==> config.mk <==
export PLATFORM = sky130hd
export DESIGN_NAME = debug_regfile_dumper
export DESIGN_NICKNAME = d
export VERILOG_FILES = /design/src/rtl/debug_regfile_dumper.sv
export SDC_FILE = /design/constraint.sdc
export NUM_CORES = 1
export LEC_CHECK = 0
export BUFFER_PORTS_ARGS = -buffer_cell sky130_fd_sc_hd__buf_4
export CORE_AREA = 2 2 73 75
export CTS_BUF_LIST = sky130_fd_sc_hd__clkbuf_2 sky130_fd_sc_hd__clkbuf_4 sky130_fd_sc_hd__clkbuf_8
export CTS_CLUSTER_SIZE = 14
export DETAILED_ROUTE_END_ITERATION = 12
export DIE_AREA = 0 0 75 77
export PLACE_DENSITY = 0.64
export SETUP_SLACK_MARGIN = 0.4
export SLEW_MARGIN = 20
export SYNTH_ARGS = -nofsm -noshare
export SYNTH_HDL_FRONTEND = slang
export SYNTH_SLANG_ARGS = --single-unit
export TNS_END_PERCENT = 5
==> constraint.sdc <==
create_clock -name i_clock -period 2.3 [get_ports i_clock]
set_input_delay 0.46 -clock i_clock [delete_from_list [all_inputs] [get_ports i_clock]]
set_output_delay 0.46 -clock i_clock [all_outputs]
set_load 0.1 [all_outputs]
==> src/rtl/debug_regfile_dumper.sv <==
// Walks every register of the debug regfile on request and streams each
// 32-bit frame MSB-byte-first onto a valid/ready byte interface.
module debug_regfile_dumper #(
  parameter int         NB_FRAME    = 32,
  parameter int         NB_BYTE     = 8,
  parameter int         N_REGS      = 32,
  parameter int         NB_ADDR     = 5,
  parameter logic [5:0] SELECT_IDLE = 6'b10_0000
) (
  input  logic                i_clock,
  input  logic                i_reset,
  input  logic                i_start,
  input  logic [NB_FRAME-1:0] i_frame_from_ctrl,
  input  logic                i_tx_ready,
  output logic [5:0]          o_request_select,
  output logic [NB_BYTE-1:0]  o_tx_data,
  output logic                o_tx_valid,
  output logic                o_busy,
  output logic                o_done
);

  localparam int N_BYTES = NB_FRAME / NB_BYTE;
  localparam int NB_CNT  = (N_BYTES > 1) ? $clog2(N_BYTES) : 1;
  localparam logic [NB_CNT-1:0]  LAST_BYTE = NB_CNT'(N_BYTES - 1);
  localparam logic [NB_ADDR-1:0] LAST_ADDR = NB_ADDR'(N_REGS - 1);

  typedef enum logic [1:0] {
    IDLE,
    SELECT,
    SEND,
    DONE
  } state_t;

  state_t              state_q, state_d;
  logic [NB_ADDR-1:0]  addr_q, addr_d;
  logic [NB_CNT-1:0]   byte_cnt_q, byte_cnt_d;
  logic [NB_FRAME-1:0] shift_q, shift_d;

  always_comb begin
    state_d    = state_q;
    addr_d     = addr_q;
    byte_cnt_d = byte_cnt_q;
    shift_d    = shift_q;
    case (state_q)
      IDLE: begin
        if (i_start) begin
          state_d = SELECT;
          addr_d  = '0;
        end
      end
      SELECT: begin
        // The controller answers combinationally, so the frame is valid in the select cycle.
        shift_d    = i_frame_from_ctrl;
        byte_cnt_d = '0;
        state_d    = SEND;
      end
      SEND: begin
        if (i_tx_ready) begin
          shift_d    = shift_q << NB_BYTE;
          byte_cnt_d = byte_cnt_q + 1'b1;
          if (byte_cnt_q == LAST_BYTE) begin
            if (addr_q == LAST_ADDR) begin
              state_d = DONE;
            end else begin
              addr_d  = addr_q + 1'b1;
              state_d = SELECT;
            end
          end
        end
      end
      DONE: begin
        state_d = IDLE;
      end
      default: begin
        state_d = IDLE;
      end
    endcase
  end

  always_ff @(posedge i_clock or posedge i_reset) begin
    if (i_reset) begin
      state_q    <= IDLE;
      addr_q     <= '0;
      byte_cnt_q <= '0;
      shift_q    <= '0;
    end else begin
      state_q    <= state_d;
      addr_q     <= addr_d;
      byte_cnt_q <= byte_cnt_d;
      shift_q    <= shift_d;
    end
  end

  // Outputs decode only flopped state, so an async reset clears them at once.
  always_comb begin
    o_request_select = (state_q == SELECT) ? 6'(addr_q) : SELECT_IDLE;
    o_tx_valid       = (state_q == SEND);
    o_tx_data        = (state_q == SEND) ? shift_q[NB_FRAME-1 -: NB_BYTE] : '0;
    o_busy           = (state_q != IDLE);
    o_done           = (state_q == DONE);
  end

endmodule

# --- Word-level counts from Yosys, hierarchy flattened ---
# Index checks and enable logic that the tools add are counted.
totals:
  register_bits: 41
  in_bits: 36
  output_inout_bits: 17
op_classes:
  n_addsub: 2
  eq_ne: 9
  muxes: 16
  reduce_logical: 7
op_table:
  columns: ["cell", "count"]
  rows:
  - ["case mux 32 bit (2 select lines)", 1]
  - ["2-to-1 mux 32 bit", 1]
  - ["2-to-1 mux 5 bit", 4]
  - ["2-to-1 mux 2 bit", 5]
  - ["case mux 5 bit (2 select lines)", 1]
  - ["2-to-1 mux 8 bit", 1]
  - ["case mux 2 bit (4 select lines)", 1]
  - ["== test 2 bit (second input constant)", 3]
  - ["2-to-1 mux 6 bit", 1]
  - ["!= test 2 bit (second input constant)", 3]
  - ["nonzero test 2 bit", 3]
  - ["adder 5 x 1 -> 5 bit (second input constant)", 1]
  - ["== test 5 bit (second input constant)", 1]
  - ["AND reduction 5 bit", 1]
  - ["case mux 2 bit (2 select lines)", 1]
  - ["AND reduction 3 bit", 1]
  - ["adder 2 x 1 -> 2 bit (second input constant)", 1]
  - ["== test 2 x 1 -> 1 bit (second input constant)", 1]
  - ["logical NOT 2 bit", 1]
  - ["!= test 2 x 1 -> 1 bit (second input constant)", 1]
  - ["AND reduction 2 bit", 1]

# --- Longest topological paths before layout ---
# Gate-level depths: netlist of the first run.
depth:
  depth_word: 5
  ltp_mapped: 6
  ltp_nobuf: 6

# --- Worst setup path before layout of the first run ---
# No wires, ideal clock.
synth_timing:
  kind: "register to output"
  startpoint: "register state_q[0]"
  endpoint: "output o_tx_data[0]"
  t_arrival_ns: 1.714
  path_slack_ns: 0.126
  stages_incl_launch_ff: 5
  cell_sequence: "dfrtp_1 > nand2b_4 > inv_4 > buf_6 > and2_1"
synth_via:
  elab_chain_len: 2
synth_lines:
  columns: ["element", "line_no", "source"]
  rows:
  - ["from (decl)", "34", "state_t state_q, state_d;"]
  - ["from (signal assigned)", "87", "state_q <= state_d;"]
  - ["== test 2 bit", null, null]
  - ["via o_tx_valid", "17", "output logic o_tx_valid,"]
  - ["2-to-1 mux 8 bit", "98", "o_tx_data = (state_q == SEND) ? shift_q[NB_FRAME-1 -: NB_BYTE] : '0;"]
  - ["to (decl)", "16", "output logic [NB_BYTE-1:0] o_tx_data,"]
# The timed path passes the listed nets, and every way through them passes these cells.

# --- Worst setup path in the final report of the first run ---
layout_timing:
  startpoint: "register state_q[1]"
  endpoint: "output o_busy"
layout_via:
  elab_chain_len: 1
layout_lines:
  columns: ["element", "line_no", "source"]
  rows:
  - ["nonzero test 2 bit", "99", "o_busy = (state_q != IDLE);"]
  - ["to (decl)", "18", "output logic o_busy,"]
# No other way between the ends.

==> reports/summary.json, run 1 <==
{
  "cts_htree_levels": 2,
  "timing.setup.critical_path_class": "reg -> out",
  "synth.net_count": 209,
  "internal_power_mw": 2.49,
  "worst_skew_pair.late_latency_ns": 0.29,
  "ir_drop_v": 0.000606,
  "final_cells": 303,
  "grt_antenna_before_repair": 0,
  "numClockSinks": 41,
  "hold_buf_count_cts": 0,
  "final_antenna_net_count": 0,
  "synth_top_family_by_area": "multiplexers",
  "power-per-cell-area_mw_per_mm2": 1460,
  "slew-limit-headroom": 0.660,
  "finClkSkew_ns": 0.00843,
  "synth-adder-area-share": 0.0170,
  "detailed_route_iter0_violations": 59,
  "synth-simple-area-share": 0.129,
  "grt_start_max_net_pins": 30,
  "io_buf_count": 52,
  "final_hold_viol_count": 0,
  "diodes": 0,
  "io_pins": 53,
  "nets": 271,
  "synth-compound-area-share": 0.0693,
  "status": "finished, final reports clean",
  "first_global_vias": 1434,
  "timing.critical_path.slowest_stage_cell": "sky130_fd_sc_hd__dfrtp_1",
  "tritoncts.num_buffers": 5,
  "comb_power_share": 0.564,
  "detailedRoute.firstPassIterationCount": 4,
  "ys_seq_area_frac": 0.466,
  "worst-endpoint-required_ns": 1.84,
  "mapped_cells": 170,
  "power.share.clock": 0.144,
  "drt_drc_violations_left": 0,
  "leakage_nw": 1.38,
  "timing.hold.worst.class": "in -> async",
  "final-setup-viol-count": 0,
  "unrepaired_setup_endpoints_after_global_routing": "true",
  "globalRoute.totalOverflow": 0,
  "sequentialPowerShare": 0.292,
  "synth_to_final_area_change_pct": 31.2,
  "tightest_slew_ns": 0.506,
  "post-layout-total-power_mw": 4.21,
  "root_buffer": "sky130_fd_sc_hd__clkbuf_8",
  "critical_path.max_fanout": 17,
  "yosysWarningCount": 0,
  "synth.ff_latch_count": 41,
  "cts_tree": "yes",
  "starting_density_of_the_core": 0.442,
  "family_with_the_most_delay_on_the_worst_path": "flip-flops",
  "chipHeight_um": 77,
  "path_clk_slew_ns": 0.08,
  "post_synth_xor_area_fraction": 0,
  "switching_share": 0.408,
  "final.hold.worst_slack_ns": 0.131,
  "final_max_slew_viol_count": 0,
  "clock_tree.buffer_depth": 2,
  "dp.final_hpwl_um": 3040,
  "fp.dieW_um": 75,
  "drv.max_cap_violation_count": 0,
  "cp.arrival_ns": 1.47,
  "post-place-cells": 289,
  "crit_path_max_incr_delay_ns": 0.45,
  "vias": 1533,
  "fp.coreArea_mm2": 0.00498,
  "critPathCaptureType": "output pin",
  "fmax_achieved_ghz": 0.518,
  "syn-mean-instance-area_um2": 13.0,
  "gpl.final_weighted_congestion": 0.768,
  "grt_usage": 0.159,
  "layout.filler_cells": 439,
  "post_drt_via_cell_ratio": 5.06,
  "timing.final.crit_share": 0.839,
  "wl_per_cell_um": 14.5,
  "setup_slack_ns": 0.369,
  "crit_buf_inv": 2,
  "tns_ns": 0,
  "number_of_distinct_library_cells_after_synthesis": 32,
  "start_kind": "flop",
  "path_common_cell": "sky130_fd_sc_hd__buf_4",
  "timing.final.crit_period_ns": 1.93,
  "timing.critical_path.cells": "buf_4 > or2_2 > buf_4",
  "netSwitchingPower_mw": 1.72,
  "rows": 26,
  "pre_cts_slack_ns": 0.230,
  "grt_pass1_wl_um": 6930,
  "post_route_cells_drive_above_1_share": 0.554,
  "design.die.area_mm2": 0.00578,
  "synthesis.area_mm2": 0.00220,
  "routed_wirelength_um": 4390,
  "setup.reg_to_reg.worst_slack_ns": 0.46,
  "synth.area.mux_share": 0.281
}
## area by class of cell
class                   count  area (um2)  share of cell area
well taps                  70        87.6              0.0303
inverters                   3        16.3             0.00563
multi-input cells         117        1100               0.381
repair buffers             64         539               0.187
flip-flops and latches     41        1030               0.355
clock buffers               6        82.6              0.0286
clock inverters             2        37.5              0.0130
## repair_timing
item,in CTS,in global routing
setup buffers,3,3
gates resized for setup,0,12
setup endpoints to repair,18,19
## placed cells by master (no fill, tap or decap), types with 2 or more instances in the layout
cell,n
sky130_fd_sc_hd__nand2b_1,2
sky130_fd_sc_hd__clkbuf_8,6
sky130_fd_sc_hd__nand2_1,9
sky130_fd_sc_hd__mux2_2,27
sky130_fd_sc_hd__buf_4,54
sky130_fd_sc_hd__nand4b_1,3
sky130_fd_sc_hd__a22o_1,10
sky130_fd_sc_hd__dfrtp_1,41
sky130_fd_sc_hd__ha_1,2
sky130_fd_sc_hd__nand3_1,10
sky130_fd_sc_hd__and2_1,13
sky130_fd_sc_hd__buf_6,7
sky130_fd_sc_hd__a21oi_1,2
sky130_fd_sc_hd__o21ai_0,3
sky130_fd_sc_hd__buf_12,2
sky130_fd_sc_hd__mux2_4,21
## state kept, by name, indices dropped and copies added (netlist names)
| register | count |
|---|---|
| addr_q | 5 |
| state_q | 2 |
| shift_q | 32 |
| byte_cnt_q | 2 |
## stage by stage
step | area (um2) | util
4_1_cts | 2830 | 0.568
5_1_grt | 2890 | 0.581
6_report | 2890 | 0.581
3_3_place_gp | 2680 | 0.539
2_1_floorplan | 2200 | -
3_5_place_dp | 2680 | 0.539
## power by group through the flow
stage	Clock (mW)	Sequential [mW]	Combinational, mW
floorplan	0	1.19	1.95
global placement	0	1.25	2.27
detailed placement	0	1.25	2.29
CTS	0.628	1.24	2.32
global route	0.654	1.26	2.52
finish	0.604	1.23	2.37
## kinds of logic (layout without fill, tap and decap cells)
group,count (synthesis),in the layout
AO/OA/AOI/OAI,20,20
flip-flops,41,41
AND/OR/NAND/NOR,46,46
buffers and inverters,12,75
multiplexers,48,48
adder cells (fa/ha/maj),3,3
## cell usage after synthesis
cell type,instances,area (um2)
sky130_fd_sc_hd__o311ai_0,1,8.76
sky130_fd_sc_hd__and3_1,1,6.26
sky130_fd_sc_hd__mux2_2,27,304
sky130_fd_sc_hd__nand2b_4,1,13.8
sky130_fd_sc_hd__dfrtp_1,41,1030
sky130_fd_sc_hd__o21bai_1,1,7.51
sky130_fd_sc_hd__inv_2,1,3.75
sky130_fd_sc_hd__nand3b_1,1,7.51
sky130_fd_sc_hd__and2_1,14,87.6
sky130_fd_sc_hd__or4_1,1,7.51
sky130_fd_sc_hd__nand2_1,9,33.8
sky130_fd_sc_hd__o21a_1,1,7.51
sky130_fd_sc_hd__buf_4,1,7.51
sky130_fd_sc_hd__nand4b_1,3,26.3
sky130_fd_sc_hd__nand3_1,10,50.1
sky130_fd_sc_hd__inv_4,1,6.26
sky130_fd_sc_hd__nor2b_4,1,13.8
sky130_fd_sc_hd__o21ai_2,1,8.76
sky130_fd_sc_hd__nand2b_1,2,12.5
sky130_fd_sc_hd__and3b_1,1,8.76
sky130_fd_sc_hd__ha_1,3,37.5
sky130_fd_sc_hd__buf_6,4,45.0
sky130_fd_sc_hd__o21ai_0,3,15.0
sky130_fd_sc_hd__a21oi_1,2,10.0
sky130_fd_sc_hd__o211ai_1,1,7.51
sky130_fd_sc_hd__inv_1,1,3.75
sky130_fd_sc_hd__clkbuf_1,3,11.3
sky130_fd_sc_hd__mux2_4,21,315
sky130_fd_sc_hd__a22o_1,10,87.6
sky130_fd_sc_hd__or4b_2,1,10.0
sky130_fd_sc_hd__or2_2,1,6.26
sky130_fd_sc_hd__buf_2,1,5.00
## final timing paths
path | cells past startpoint | to | from
min in group i_clock | 2 | shift_q[4]$_DFFE_PP0P_ | i_frame_from_ctrl[4]
max reg2reg | 6 | addr_q[0]$_DFFE_PP0P_ | addr_q[0]$_DFFE_PP0P_
min reg2reg | 1 | shift_q[31]$_DFFE_PP0P_ | shift_q[31]$_DFFE_PP0P_
max in group asynchronous | 3 | shift_q[5]$_DFFE_PP0P_ | i_reset
min | 2 | shift_q[19]$_DFFE_PP0P_ | i_reset
max | 3 | o_busy | state_q[1]$_DFFE_PP0P_
## layer usage
metal	vias to the layer above	routed length, um	track usage
met1	747	2090	0.226
met4	0	42	0.0429
met3	5	239	0.0460
met2	39	2020	0.235
met5	-	0	0
li1	742	-	-
(Power assumes the default switching activity.)
==> run 2, diff against run 1 <==
Clock period 2.3 ns to 1.8 ns, I/O delays scaled along.
==> run 2 against run 1 <==
  * Wire length grew 10%
  * Count of clock-buffer cells in the layout is 1 higher
  * Core utilization grew 3.7 points
  * Final cell count increased by 0.99%
  * Via count up 2.2%
  * Critical path depth grew 3
  * Die area unchanged
  * Flip-flop and latch count unchanged
  * Combinational power grew 45%
  * Design area increased by 6.4%
  * Critical path type is now reg -> reg
  * Largest cell class unchanged
  * Largest power group unchanged
==> reports/summary.json, run 2 (synthesized netlist as in run 1, its figures left out) <==
{
  "hold_buf_count_cts": 0,
  "nets": 274,
  "cp.arrival_ns": 1.95,
  "route.met3.wl_um": 223,
  "commonest_cells_after_routing_fill_and_taps_aside": "sky130_fd_sc_hd__buf_4 (50), sky130_fd_sc_hd__dfrtp_1 (40), sky130_fd_sc_hd__mux2_2 (27), sky130_fd_sc_hd__mux2_4 (21), sky130_fd_sc_hd__a22o_1 (10)",
  "ir_drop_v": 0.000809,
  "synth_to_final_area_change_pct": 39.7,
  "slew-limit-headroom": 0.653,
  "routed_wirelength_um": 4840,
  "fmax_achieved_ghz": 0.579,
  "grt_usage": 0.180,
  "vias": 1566,
  "fin_util": 0.618,
  "fp.coreArea_mm2": 0.00498,
  "wl_per_cell_um": 15.8,
  "grt_antenna_before_repair": 0,
  "post_route_cells_drive_above_1_share": 0.631,
  "detailed_route_iter0_violations": 72,
  "final-setup-viol-count": 0,
  "cts_htree_levels": 2,
  "clock_tree.buffer_depth": 2,
  "grt_start_max_net_pins": 42,
  "first_global_vias": 1611,
  "design.die.area_mm2": 0.00578,
  "timing.final.crit_share": 0.960,
  "timing.critical_path.cells": "ha_2 > and3_4 > ha_4 > nand3b_1 > or4b_4 > nand3_2",
  "tightest_slew_ns": 0.521,
  "grt_pass1_wl_um": 7900,
  "tritoncts.num_buffers": 5,
  "finClkSkew_ns": 0.0110,
  "starting_density_of_the_core": 0.442,
  "timing.setup.critical_path_class": "reg -> reg",
  "gpl.final_weighted_congestion": 0.838,
  "status": "finished, final reports clean",
  "fp.dieW_um": 75,
  "start_kind": "flop",
  "leakage_nw": 1.45,
  "numClockSinks": 41,
  "top_regs": "shift_q (32), addr_q (5)",
  "root_buffer": "sky130_fd_sc_hd__clkbuf_8",
  "number_of_flip_flops_in_the_largest_register": 32,
  "chipHeight_um": 77,
  "largest-register": "shift_q",
  "diodes": 0,
  "io_buf_count": 52,
  "path_clk_slew_ns": 0.08,
  "met2_length_um": 2340,
  "rows": 26,
  "final_antenna_net_count": 0,
  "critPathCaptureType": "flop",
  "crit_buf_inv": 0,
  "timing.final.crit_period_ns": 1.73,
  "globalRoute.totalOverflow": 0,
  "dr.max_layer_used": "met4",
  "detailedRoute.firstPassIterationCount": 4,
  "io_pins": 53,
  "drt_drc_violations_left": 0,
  "unrepaired_setup_endpoints_after_global_routing": "true",
  "met1Wirelength_um": 2250,
  "worst_skew_pair.late_latency_ns": 0.29,
  "drv.max_cap_violation_count": 0,
  "family_with_the_most_delay_on_the_worst_path": "simple AND/OR/NAND/NOR gates",
  "timing.hold.worst.class": "in -> async",
  "critical_path.max_fanout": 3,
  "final_max_slew_viol_count": 0,
  "final_hold_viol_count": 0,
  "tns_ns": 0,
  "post_drt_via_cell_ratio": 5.12,
  "worst-endpoint-required_ns": 2.03,
  "dp.final_hpwl_um": 3250,
  "cts_tree": "yes",
  "timing.critical_path.slowest_stage_cell": "sky130_fd_sc_hd__or4b_4",
  "power-per-cell-area_mw_per_mm2": 1890,
  "layout_commonest_cell": "sky130_fd_sc_hd__buf_4",
  "crit_path_max_incr_delay_ns": 0.50
}
[run 2: cell count changes in the layout (fill, tap and decap cells not counted), sizes merged]
cell | previous run | this run
clkinv | 1 | 0
clkinvlp | 1 | 0
inv | 2 | 4
buf | 64 | 66
clkbuf | 6 | 7
[run 2: final timing paths]
path | end | slack (ns) | start | depth (start not counted)
min in group i_clock | shift_q[7]$_DFFE_PP0P_ | 0.29 | i_frame_from_ctrl[7] | 2
worst max-delay path | addr_q[0]$_DFFE_PP0P_ | 0.07 | addr_q[1]$_DFFE_PP0P_ | 6
worst min register to register | shift_q[3]$_DFFE_PP0P_ | 0.50 | shift_q[3]$_DFFE_PP0P_ | 1
worst max register to register | addr_q[0]$_DFFE_PP0P_ | 0.07 | addr_q[1]$_DFFE_PP0P_ | 6
max in group asynchronous | state_q[1]$_DFFE_PP0P_ | 1.20 | i_reset | 3
worst min-delay path | shift_q[3]$_DFFE_PP0P_ | 0.20 | i_reset | 3
[run 2: area by class of cell]
class / count / area [um2]
tap: 70 / 87.6
multi-input combinational: 117 / 1150
clock inverter: 1 / 30.0
timing repair inverter: 1 / 8.76
timing repair buffer: 66 / 656
sequential: 41 / 1030
clock buffer: 7 / 90.1
inverter: 3 / 23.8
fill: 403 / 1900
[run 2: metrics by stage]
stage	power [mW]	hold slack [ns]	area (um2)	worst slack (ns)	cells
2_1_floorplan	4.11	0.460	2270	0.0178	170
3_3_place_gp	4.56	0.482	2750	0.107	292
3_5_place_dp	4.65	0.485	2750	0.0396	292
4_1_cts	5.84	0.228	3080	0.0687	306
5_1_grt	6.11	0.255	3080	0.00466	306
6_report	5.81	0.204	3080	0.0725	306
[run 2: worst min-delay path, cell delays in order]
cell	delay, ns
sky130_fd_sc_hd__buf_4	0.10
sky130_fd_sc_hd__inv_1	0.04
sky130_fd_sc_hd__buf_4	0.43
[run 2: layer usage]
layer | global-route usage | up-vias
li1 | - | 744
met1 | 0.259 | 774
met2 | 0.271 | 46
met3 | 0.0434 | 2
met4 | 0.0464 | 0
met5 | 0 | -
[run 2: report_power, final]
| part | internal [mW] | leakage (nW) | total, mW | switching [mW] |
|---|---|---|---|---|
| combinational | 1.66 | 0.878 | 3.43 | 1.77 |
| clock | 0.468 | 0.0619 | 0.779 | 0.311 |
| sequential | 1.35 | 0.510 | 1.60 | 0.250 |
| total | 3.48 | 1.45 | 5.81 | 2.33 |
[run 2: what timing repair did]
item	4_1_cts	5_1_grt
resized for setup	42	0
cloned	1	0
pin swaps	2	1
buffers inserted	5	0
endpoints found under the setup margin	47	55
